### config.mk
export PLATFORM = sky130hd
export DESIGN_NAME = trap_ctrl_flat
export DESIGN_NICKNAME = d
export VERILOG_FILES = /design/src/rtl/trap_pkg.sv /design/src/rtl/trap_ctrl_if.sv /design/src/rtl/irq_arbiter.sv /design/src/rtl/trap_ctrl.sv /design/src/flat_wrapper.sv
export SDC_FILE = /design/constraint.sdc
export NUM_CORES = 1
export LEC_CHECK = 0
export BUFFER_PORTS_ARGS = -buffer_cell sky130_fd_sc_hd__buf_2
export CAP_MARGIN = 20
export CORE_MARGIN = 4
export CORE_UTILIZATION = 35
export DETAILED_ROUTE_END_ITERATION = 8
export MAX_ROUTING_LAYER = met4
export PLACE_DENSITY = 0.65
export SYNTH_ARGS = -nofsm -noshare
export SYNTH_HDL_FRONTEND = slang
export SYNTH_HIERARCHICAL = 1
export SYNTH_SLANG_ARGS = --single-unit
### constraint.sdc
create_clock -name i_clk -period 8.15 [get_ports i_clk]
set_input_delay 0.815 -clock i_clk [delete_from_list [all_inputs] [get_ports i_clk]]
set_output_delay 0.815 -clock i_clk [all_outputs]
set_load 0.01 [all_outputs]
### src/rtl/trap_pkg.sv
// trap_pkg: shared types and constants for the machine-mode trap controller.
//   pc_src_e  - next-PC selector encoding driven toward the PC mux
//   state_e   - trap FSM states
//   CSR_*     - CSR addresses decoded by trap_ctrl
//   CAUSE_*   - exception / interrupt cause codes
package trap_pkg;

  typedef enum logic [1:0] {
    PC_RESET = 2'b00,
    PC_TRAP  = 2'b01,
    PC_EPC   = 2'b10,
    PC_NEXT  = 2'b11
  } pc_src_e;

  typedef enum logic [1:0] {
    S_RST  = 2'b00,
    S_RUN  = 2'b01,
    S_TRAP = 2'b10,
    S_RET  = 2'b11
  } state_e;

  localparam logic [11:0] CSR_MSTATUS = 12'h300;
  localparam logic [11:0] CSR_MIE     = 12'h304;
  localparam logic [11:0] CSR_MTVEC   = 12'h305;
  localparam logic [11:0] CSR_MEPC    = 12'h341;
  localparam logic [11:0] CSR_MCAUSE  = 12'h342;
  localparam logic [11:0] CSR_MIP     = 12'h344;

  localparam logic [3:0] CAUSE_ILLEGAL   = 4'd2;
  localparam logic [3:0] CAUSE_ECALL     = 4'd11;
  localparam logic [3:0] CAUSE_SW_IRQ    = 4'd3;
  localparam logic [3:0] CAUSE_TIMER_IRQ = 4'd7;
  localparam logic [3:0] CAUSE_EXT_IRQ   = 4'd11;

  // Bit positions shared by mie and mip.
  localparam int IRQ_BIT_SW    = 3;
  localparam int IRQ_BIT_TIMER = 7;
  localparam int IRQ_BIT_EXT   = 11;

endpackage

### src/rtl/trap_ctrl_if.sv
// trap_ctrl_if: pipeline <-> trap controller signal bundle.
//   master modport: pipeline side (drives IRQs, exceptions, mret, stall, CSR
//                   write port; receives csr_rdata, pc_src, pc_trap, mepc, flush)
//   slave modport:  trap_ctrl side (the reverse)
interface trap_ctrl_if;
  import trap_pkg::*;

  logic        ext_irq;
  logic        sw_irq;
  logic        timer_irq;
  logic        exc_valid;
  logic [3:0]  exc_cause;
  logic [31:0] exc_pc;
  logic [31:0] resume_pc;
  logic        mret;
  logic        hazard_full;
  logic        csr_we;
  logic [11:0] csr_addr;
  logic [31:0] csr_wdata;
  logic [31:0] csr_rdata;
  pc_src_e     pc_src;
  logic [31:0] pc_trap;
  logic [31:0] mepc;
  logic        flush;

  modport master (
    output ext_irq, sw_irq, timer_irq, exc_valid, exc_cause, exc_pc,
           resume_pc, mret, hazard_full, csr_we, csr_addr, csr_wdata,
    input  csr_rdata, pc_src, pc_trap, mepc, flush
  );

  modport slave (
    input  ext_irq, sw_irq, timer_irq, exc_valid, exc_cause, exc_pc,
           resume_pc, mret, hazard_full, csr_we, csr_addr, csr_wdata,
    output csr_rdata, pc_src, pc_trap, mepc, flush
  );
endinterface

### src/rtl/irq_arbiter.sv
// irq_arbiter: combinational fixed-priority pick among the enabled, pending
// machine interrupts.
//   i_pend_ext/sw/timer : mip & mie per source
//   i_gie               : mstatus.MIE
//   o_valid             : an interrupt should be taken
//   o_cause             : cause code of the winner (ext > sw > timer)
module irq_arbiter
  import trap_pkg::*;
(
  input  logic       i_pend_ext,
  input  logic       i_pend_sw,
  input  logic       i_pend_timer,
  input  logic       i_gie,
  output logic       o_valid,
  output logic [3:0] o_cause
);

  always_comb begin
    o_valid = i_gie && (i_pend_ext || i_pend_sw || i_pend_timer);
    o_cause = 4'd0;
    if (i_pend_ext)
      o_cause = CAUSE_EXT_IRQ;
    else if (i_pend_sw)
      o_cause = CAUSE_SW_IRQ;
    else if (i_pend_timer)
      o_cause = CAUSE_TIMER_IRQ;
  end

endmodule

### src/rtl/trap_ctrl.sv
// trap_ctrl: machine-mode trap and interrupt controller.
// Owns mstatus (MIE/MPIE), mie, mip, mtvec, mepc, mcause; arbitrates
// exception > interrupt > mret while running and unstalled, and drives the
// control side of the next-PC mux.
// Ports:
//   i_clk : clock, rising edge
//   i_rst : asynchronous active-high reset
//   bus   : trap_ctrl_if.slave (IRQs, exception, mret, stall, CSR port,
//           pc_src / pc_trap / mepc / flush outputs)
// Parameter MTVEC_RST: reset value of mtvec.
// Build option TRAP_VECTORED_EN: when defined, mtvec[1:0] is writable and
// mode 01 vectors interrupts to base + 4*cause; otherwise mtvec[1:0] reads 0
// and every trap goes to base.
module trap_ctrl #(
  parameter logic [31:0] MTVEC_RST = 32'h0000_0100
) (
  input  logic        i_clk,
  input  logic        i_rst,
  trap_ctrl_if.slave  bus
);
  import trap_pkg::*;

  localparam logic [31:0] MIE_MASK = 32'h0000_0888;

  state_e      state_reg;
  pc_src_e     pc_src_reg;
  logic        flush_reg;
  logic        mstatus_mie_reg;
  logic        mstatus_mpie_reg;
  logic [31:0] mie_reg;
  logic [31:0] mip_reg;
  logic [31:0] mtvec_reg;
  logic [31:0] mepc_reg;
  logic [31:0] mcause_reg;
  logic [31:0] pc_trap_reg;

  logic        irq_valid;
  logic [3:0]  irq_cause;
  logic        run_ok;
  logic        take_exc;
  logic        take_irq;
  logic        take_trap;
  logic        take_ret;
  logic        csr_wr_ok;
  logic [31:0] trap_base;
  logic [31:0] trap_target;
  logic [3:0]  trap_cause;

  irq_arbiter u_irq_arbiter (
    .i_pend_ext   (mip_reg[IRQ_BIT_EXT]   & mie_reg[IRQ_BIT_EXT]),
    .i_pend_sw    (mip_reg[IRQ_BIT_SW]    & mie_reg[IRQ_BIT_SW]),
    .i_pend_timer (mip_reg[IRQ_BIT_TIMER] & mie_reg[IRQ_BIT_TIMER]),
    .i_gie        (mstatus_mie_reg),
    .o_valid      (irq_valid),
    .o_cause      (irq_cause)
  );

  // Events are only looked at while running and unstalled; a stall merely
  // defers them because exceptions are held upstream and IRQs are levels.
  assign run_ok    = (state_reg == S_RUN) && !bus.hazard_full;
  assign take_exc  = run_ok && bus.exc_valid;
  assign take_irq  = run_ok && !bus.exc_valid && irq_valid;
  assign take_trap = take_exc || take_irq;
  assign take_ret  = run_ok && !bus.exc_valid && !irq_valid && bus.mret;
  assign trap_cause = take_exc ? bus.exc_cause : irq_cause;

  // While flushing (S_TRAP/S_RET) the writing instruction is being killed.
  assign csr_wr_ok = bus.csr_we && (state_reg == S_RUN || state_reg == S_RST);

  assign trap_base = {mtvec_reg[31:2], 2'b00};

`ifdef TRAP_VECTORED_EN
  assign trap_target = (take_irq && mtvec_reg[1:0] == 2'b01)
                     ? trap_base + {26'd0, irq_cause, 2'b00}
                     : trap_base;
`else
  assign trap_target = trap_base;
`endif

  // FSM with registered pc_src/flush so the outputs are glitch-free and
  // line up with the state they describe.
  always_ff @(posedge i_clk or posedge i_rst) begin
    if (i_rst) begin
      state_reg  <= S_RST;
      pc_src_reg <= PC_RESET;
      flush_reg  <= 1'b0;
    end else begin
      case (state_reg)
        S_RST: begin
          state_reg  <= S_RUN;
          pc_src_reg <= PC_NEXT;
          flush_reg  <= 1'b0;
        end
        S_RUN: begin
          if (take_trap) begin
            state_reg  <= S_TRAP;
            pc_src_reg <= PC_TRAP;
            flush_reg  <= 1'b1;
          end else if (take_ret) begin
            state_reg  <= S_RET;
            pc_src_reg <= PC_EPC;
            flush_reg  <= 1'b1;
          end else begin
            state_reg  <= S_RUN;
            pc_src_reg <= PC_NEXT;
            flush_reg  <= 1'b0;
          end
        end
        S_TRAP, S_RET: begin
          state_reg  <= S_RUN;
          pc_src_reg <= PC_NEXT;
          flush_reg  <= 1'b0;
        end
        default: begin
          state_reg  <= S_RST;
          pc_src_reg <= PC_RESET;
          flush_reg  <= 1'b0;
        end
      endcase
    end
  end

  // CSR file. Software writes come first; the trap/mret updates below are
  // later in the block so they override mstatus/mepc/mcause on a collision.
  always_ff @(posedge i_clk or posedge i_rst) begin
    if (i_rst) begin
      mstatus_mie_reg  <= 1'b0;
      mstatus_mpie_reg <= 1'b0;
      mie_reg          <= 32'd0;
      mip_reg          <= 32'd0;
      mtvec_reg        <= MTVEC_RST;
      mepc_reg         <= 32'd0;
      mcause_reg       <= 32'd0;
      pc_trap_reg      <= 32'd0;
    end else begin
      mip_reg <= {20'd0, bus.ext_irq, 3'd0, bus.timer_irq, 3'd0,
                  bus.sw_irq, 3'd0};

      if (csr_wr_ok) begin
        case (bus.csr_addr)
          CSR_MSTATUS: begin
            mstatus_mie_reg  <= bus.csr_wdata[3];
            mstatus_mpie_reg <= bus.csr_wdata[7];
          end
          CSR_MIE:    mie_reg    <= bus.csr_wdata & MIE_MASK;
`ifdef TRAP_VECTORED_EN
          CSR_MTVEC:  mtvec_reg  <= bus.csr_wdata;
`else
          CSR_MTVEC:  mtvec_reg  <= {bus.csr_wdata[31:2], 2'b00};
`endif
          CSR_MEPC:   mepc_reg   <= {bus.csr_wdata[31:2], 2'b00};
          CSR_MCAUSE: mcause_reg <= bus.csr_wdata;
          default: ;
        endcase
      end

      if (take_trap) begin
        mepc_reg         <= take_exc ? {bus.exc_pc[31:2], 2'b00}
                                     : {bus.resume_pc[31:2], 2'b00};
        mcause_reg       <= {take_irq, 27'd0, trap_cause};
        mstatus_mpie_reg <= mstatus_mie_reg;
        mstatus_mie_reg  <= 1'b0;
        pc_trap_reg      <= trap_target;
      end else if (take_ret) begin
        mstatus_mie_reg  <= mstatus_mpie_reg;
        mstatus_mpie_reg <= 1'b1;
      end
    end
  end

  always_comb begin
    bus.csr_rdata = 32'd0;
    case (bus.csr_addr)
      CSR_MSTATUS: bus.csr_rdata = {24'd0, mstatus_mpie_reg, 3'd0,
                                    mstatus_mie_reg, 3'd0};
      CSR_MIE:     bus.csr_rdata = mie_reg;
      CSR_MTVEC:   bus.csr_rdata = mtvec_reg;
      CSR_MEPC:    bus.csr_rdata = mepc_reg;
      CSR_MCAUSE:  bus.csr_rdata = mcause_reg;
      CSR_MIP:     bus.csr_rdata = mip_reg;
      default:     bus.csr_rdata = 32'd0;
    endcase
  end

  assign bus.pc_src  = pc_src_reg;
  assign bus.flush   = flush_reg;
  assign bus.pc_trap = pc_trap_reg;
  assign bus.mepc    = mepc_reg;

endmodule

### src/flat_wrapper.sv
// flat-port wrapper written by rule: the top's interface ports become plain ports
module trap_ctrl_flat import trap_pkg::*;
#(
  parameter logic [31:0] MTVEC_RST = 32'h0000_0100
)
  (i_clk, i_rst, bus_ext_irq, bus_sw_irq, bus_timer_irq, bus_exc_valid, bus_exc_cause, bus_exc_pc, bus_resume_pc, bus_mret, bus_hazard_full, bus_csr_we, bus_csr_addr, bus_csr_wdata, bus_csr_rdata, bus_pc_src, bus_pc_trap, bus_mepc, bus_flush);
  trap_ctrl_if bus_i ();
  input  logic i_clk;
  input  logic i_rst;
  input wire logic [$bits(bus_i.ext_irq)-1:0] bus_ext_irq;
  input wire logic [$bits(bus_i.sw_irq)-1:0] bus_sw_irq;
  input wire logic [$bits(bus_i.timer_irq)-1:0] bus_timer_irq;
  input wire logic [$bits(bus_i.exc_valid)-1:0] bus_exc_valid;
  input wire logic [$bits(bus_i.exc_cause)-1:0] bus_exc_cause;
  input wire logic [$bits(bus_i.exc_pc)-1:0] bus_exc_pc;
  input wire logic [$bits(bus_i.resume_pc)-1:0] bus_resume_pc;
  input wire logic [$bits(bus_i.mret)-1:0] bus_mret;
  input wire logic [$bits(bus_i.hazard_full)-1:0] bus_hazard_full;
  input wire logic [$bits(bus_i.csr_we)-1:0] bus_csr_we;
  input wire logic [$bits(bus_i.csr_addr)-1:0] bus_csr_addr;
  input wire logic [$bits(bus_i.csr_wdata)-1:0] bus_csr_wdata;
  output wire logic [$bits(bus_i.csr_rdata)-1:0] bus_csr_rdata;
  output wire logic [$bits(bus_i.pc_src)-1:0] bus_pc_src;
  output wire logic [$bits(bus_i.pc_trap)-1:0] bus_pc_trap;
  output wire logic [$bits(bus_i.mepc)-1:0] bus_mepc;
  output wire logic [$bits(bus_i.flush)-1:0] bus_flush;
  assign bus_i.ext_irq = bus_ext_irq;
  assign bus_i.sw_irq = bus_sw_irq;
  assign bus_i.timer_irq = bus_timer_irq;
  assign bus_i.exc_valid = bus_exc_valid;
  assign bus_i.exc_cause = bus_exc_cause;
  assign bus_i.exc_pc = bus_exc_pc;
  assign bus_i.resume_pc = bus_resume_pc;
  assign bus_i.mret = bus_mret;
  assign bus_i.hazard_full = bus_hazard_full;
  assign bus_i.csr_we = bus_csr_we;
  assign bus_i.csr_addr = bus_csr_addr;
  assign bus_i.csr_wdata = bus_csr_wdata;
  assign bus_csr_rdata = bus_i.csr_rdata;
  assign bus_pc_src = bus_i.pc_src;
  assign bus_pc_trap = bus_i.pc_trap;
  assign bus_mepc = bus_i.mepc;
  assign bus_flush = bus_i.flush;
  trap_ctrl #(.MTVEC_RST(MTVEC_RST)) u_core (.i_clk(i_clk), .i_rst(i_rst), .bus(bus_i));
endmodule
Yosys cells after proc, flatten, opt, wreduce, memory -nomap -nowiden
Cells that the tools add are included.
Operators by class
  $add $sub $neg: 0
  $mul: 0
  divide/modulo/power cells: 0
  $lt $le $gt $ge: 0
  equal/unequal tests: 9
  shift operators: 0
  muxes and demuxes: 29
  bitwise operators: 3
  reductions and logical operators: 27
Operator list (count)
  $mux W32: 7
  $pmux W32 S6: 1
  $eq A12 B10 Y1 const B: 6
  $mux W1: 11
  $reduce_and A2 Y1: 5
  $logic_and A1 B1 Y1: 8
  $mux W4: 2
  $pmux W2 S2: 2
  $mux W2: 3
  $mux W3: 2
  $reduce_bool A2 Y1: 3
  $reduce_bool A3 Y1: 2
  $eq A2 B2 Y1 const B: 2
  $logic_or A1 B1 Y1: 4
  $and A1 B1 Y1: 3
  $logic_not A1 Y1: 3
  $reduce_or A3 Y1: 1
  $eq A2 B1 Y1 const B: 1
  $logic_not A2 Y1: 1
  $pmux W1 S2: 1
Word-level totals
  register bits: 137
  bits in latches: 0
  bits in writable memories: 0
  memory bits (read-only): 0
  bits of input ports: 121
  output and inout bits: 99
  word-level logic and storage cells: 79
  memories kept: 0

Depth between registers and ports, before layout
  depth in word-level cells: 10
  mapped depth: 8
  gate-level depth less buffers: 7

Hierarchy
The synthesis kept the hierarchy.
By module, submodules not included
  trap_ctrl: times used 1, cells an instance 642, area an instance 6490.0 um^2, sequential area each 3329.4 um^2
  irq_arbiter: times used 1, cells an instance 5, area an instance 38.8 um^2, sequential area each 0.0 um^2

Worst setup path after synthesis
OpenSTA, ideal clock, no wires.
  path kind: input to output
  start: input port bus_csr_addr[3]
  end: output port bus_csr_rdata[15]
  arrival time: 2393 ps
  data required time: 7335 ps
  setup slack: 4942 ps
  cell stages on the path: 6
  path buffers: 2
  path through: or4_1 -> buf_6 -> nor3_2 -> clkbuf_1 -> a22oi_1 -> nand2_1
On the way
  longest elaborated chain between the ends: 2
  elaborated cells on any way between the ends: 7
  classes of those cells: eq/ne (6); mux (1)
RTL lines
  from (decl): line flat_wrapper.sv:20  | input wire logic [$bits(bus_i.csr_addr)-1:0] bus_csr_addr;
  $eq A12 B10 Y1: line trap_ctrl.sv:173  | case (bus.csr_addr)
  $pmux W32 S6 (*): line trap_ctrl.sv:173
  to (decl): line flat_wrapper.sv:22  | output wire logic [$bits(bus_i.csr_rdata)-1:0] bus_csr_rdata;
Mark *: on every way between the ends. The rest lies on a longest branch, timed or not.

Final worst setup path
  start: input port bus_csr_addr[3]
  end: output port bus_csr_rdata[11]
Same word-level chain as after synthesis.

==> results.py <==
metrics = {
    "synth": {
        "ys_seq_area_share_pct": 51.00,
        "async_flop_share_pct": 100.0,
        "synth.cell_area_um2": 6529,
        "synthFlopType": "dfrtp_1",
        "synth_area_leaders": "dfrtp_1, nand2_1, mux2_2",
        "yosys.area.top_type_share_pct": 50.59,
        "synth_top_area_cell": "dfrtp_1",
        "ys_seq_elements": 133,
        "avgSynthCellArea_um2": 10.09,
        "synth_edf_count": 0,
        "syn-instance-count": 647,
        "synth_cell_types": 52,
        "yosysWarnings": 6,
    },
    "critical_path": {
        "crit_cells": 7,
        "rrSetupSlack_ps": 4540,
        "crit_path_cell_trace": "buf_2 -> or4_1 -> nor4_4 -> buf_4 -> nand2_1 -> o211ai_1 -> buf_2",
        "worstSetupPathType": "input port to output port",
        "arrival_ps": 3440,
        "max_stage_delay_ps": 930,
        "crit_family": "simple AND/OR/NAND/NOR gates",
        "worst-path-buf-inv": 3,
        "reg2reg_depth": 9,
        "cp.required_ps": 7340,
        "end_kind": "output port",
        "start_kind": "input port",
        "cp-startpoint": "bus_csr_addr[3]",
        "path_max_fanout": 15,
        "rr_endpoint": "u_core/bus.mepc[20]",
        "cpMostUsedCell": "buf_2",
        "r2r_start": "u_core/mie_reg[3]",
        "cp-endpoint": "bus_csr_rdata[11]",
        "crit_slowest_cell": "nor4_4",
    },
    "floorplanning": {
        "design.core.area_um2": 18150,
        "die_y_um": 144.6,
        "start_util_pct": 35.98,
        "floorplan.die_area_um2": 20900,
        "rows": 49,
        "die_x_um": 144.6,
        "ios": 220,
    },
    "timing": {
        "drv_slew": 0,
        "max_slew_margin_pct": 25.33,
        "finClkSkew_ps": 6.375,
        "worst_pin_slew_ps": 1120,
        "fmax_mhz": 235.0,
        "finalHoldWorstSlack_ps": 463.6,
        "fin_setup_tns_ps": 0,
        "setup_viol": 0,
        "rsz0062_at_grt": "no",
        "finalHoldViolCount": 0,
        "finalCritPeriodShare_pct": 52.22,
        "finalCriticalPeriod_ps": 4256,
    },
    "power_and_ir_drop": {
        "ir_drop_mv": 0.1332,
        "p_per_area_nw_per_um2": 214.5,
        "p_leak_nw": 4.351,
        "finalPower_w": 0.001798,
    },
    "place": {
        "placedCellCount": 1048,
        "place_congestion": 0.8439,
        "hpwl_um": 14010,
        "port_buffers": 211,
    },
    "min_path": {
        "holdCritPathClass": "register to register",
    },
    "routing": {
        "drcViolationCount": 0,
        "avgRoutedWirePerCell_um": 19.71,
        "first_pass_iters": 5,
        "ant_nets": 0,
        "via_per_inst": 5.346,
        "vias": 5774,
        "drt_iter0_markers": 446,
        "routed_wl_um": 21290,
    },
    "clock_network": {
        "clock-sinks": 133,
        "cts_buffer_depth": 2,
        "cts_tree": "done",
        "root_buffer": "clkbuf_16",
        "clkTransAtPathRegs_ps": 60,
        "cts_max_level": 4,
        "numCtsBuffers": 17,
        "postCtsSetupBuffers": 0,
        "clk_latency_ps": 410,
        "hold_buffers": 0,
        "cts_resized": 0,
    },
    "final_layout": {
        "final_cell_mix": "buf_2, nand2_1, dfrtp_1, a22oi_1, mux2_2",
        "finalNonFillerCells": 1080,
        "final_nets": 959,
        "layout_commonest_cell": "buf_2",
        "n_antenna_cell": 0,
        "syn2layout_area_growth_pct": 28.38,
        "drive_above_1_share_pct": 37.37,
        "largest_register_ffs": 32,
        "fin_util_pct": 46.19,
    },
    "grt": {
        "antenna_found_initial": 0,
        "grt_pass1_wl_um": 32260,
        "grt_pass1_vias": 5498,
        "grt_max_degree": 91,
        "track_usage_pct": 20.87,
        "grt.overflow.total": 0,
    },
    "run_status": {
        "status": "completed",
    },
    "job": {
        "drv_cap": 0,
    },
}
-- worst min path at each step --
| stage | cells after the start | slack, ps | from | to |
|---|---|---|---|---|
| global route | 1 | 480 | bus_ext_irq | u_core/mip_reg[11] |
| finish | 2 | 460 | u_core/bus.pc_trap[9] | u_core/bus.pc_trap[9] |
| detailed placement | 2 | 460 | u_core/bus.pc_trap[9] | u_core/bus.pc_trap[9] |
| floorplan | 2 | 450 | u_core/mtvec_reg[10] | u_core/bus.pc_trap[10] |
| CTS | 2 | 470 | u_core/bus.pc_trap[9] | u_core/bus.pc_trap[9] |
| global placement | 2 | 450 | u_core/bus.pc_trap[20] | u_core/bus.pc_trap[20] |
-- logic make-up after synthesis --
logic type,Yosys count,synth area share (%)
AOI/OAI and AO/OA,142,16.35
muxes,63,10.31
and+or+nand+nor,233,16.54
buffers and inverters,75,5.749
other,1,0.05744
DFF,133,51.00
-- area by class of cell --
class,instances,area (um^2)
clock buffer,18,429.2
clock inverter,14,222.7
fill,1770,9766
inverter,21,83.83
multi-input combinational,442,2880
sequential,133,3329
tap,229,286.5
timing repair buffer,223,1150
-- stage by stage --
step                      area (um^2)  worst slack, ps
final                            8382             3894
after global routing             8382             3724
after CTS                        8382             3877
after detailed placement         7730             3816
after global placement           7719             3585
after floorplan                  6540             3782
-- tightest hold or removal path, stage by stage (launching register included) --
cell and delay [ps]:
dfrtp_1 330, nand2_1 50, nand2_1 50
-- synth_stat cells (3+ instances only) --
cell type  instances
o22ai_2           10
buf_6              8
a32oi_1            6
nand2_1          174
a21oi_1           30
inv_1             20
a222oi_1          15
o211ai_1           3
nor2b_1            4
and2_1             6
mux2_2            33
nand4bb_1          4
o22ai_1           14
mux2i_1           29
nand3_1            5
nor3_1            10
dfrtp_1          132
nor2_1             6
a31oi_1            8
clkbuf_1          29
buf_4              6
buf_2              9
a22oi_1           43
-- routing by layer --
layer | wire length (um) | track usage (%) | vias to the layer above
li1 | - | - | 2705
met1 | 9536 | 28.49 | 2838
met5 | 0 | - | -
met2 | 10300 | 32.60 | 214
met4 | 261 | 5.940 | 0
met3 | 1191 | 2.976 | 17
-- power breakdown --
| part | switching [W] | internal (W) | total, W | leakage (nW) |
|---|---|---|---|---|
| clock network | 0.000303 | 0.000548 | 0.000850 | 0.312 |
| registers | 0.0000330 | 0.000701 | 0.000734 | 1.77 |
| logic | 0.000125 | 0.0000886 | 0.000213 | 2.27 |
| total | 0.000461 | 0.00134 | 0.00180 | 4.35 |
Note: power is estimated with default switching activity, not from simulation.
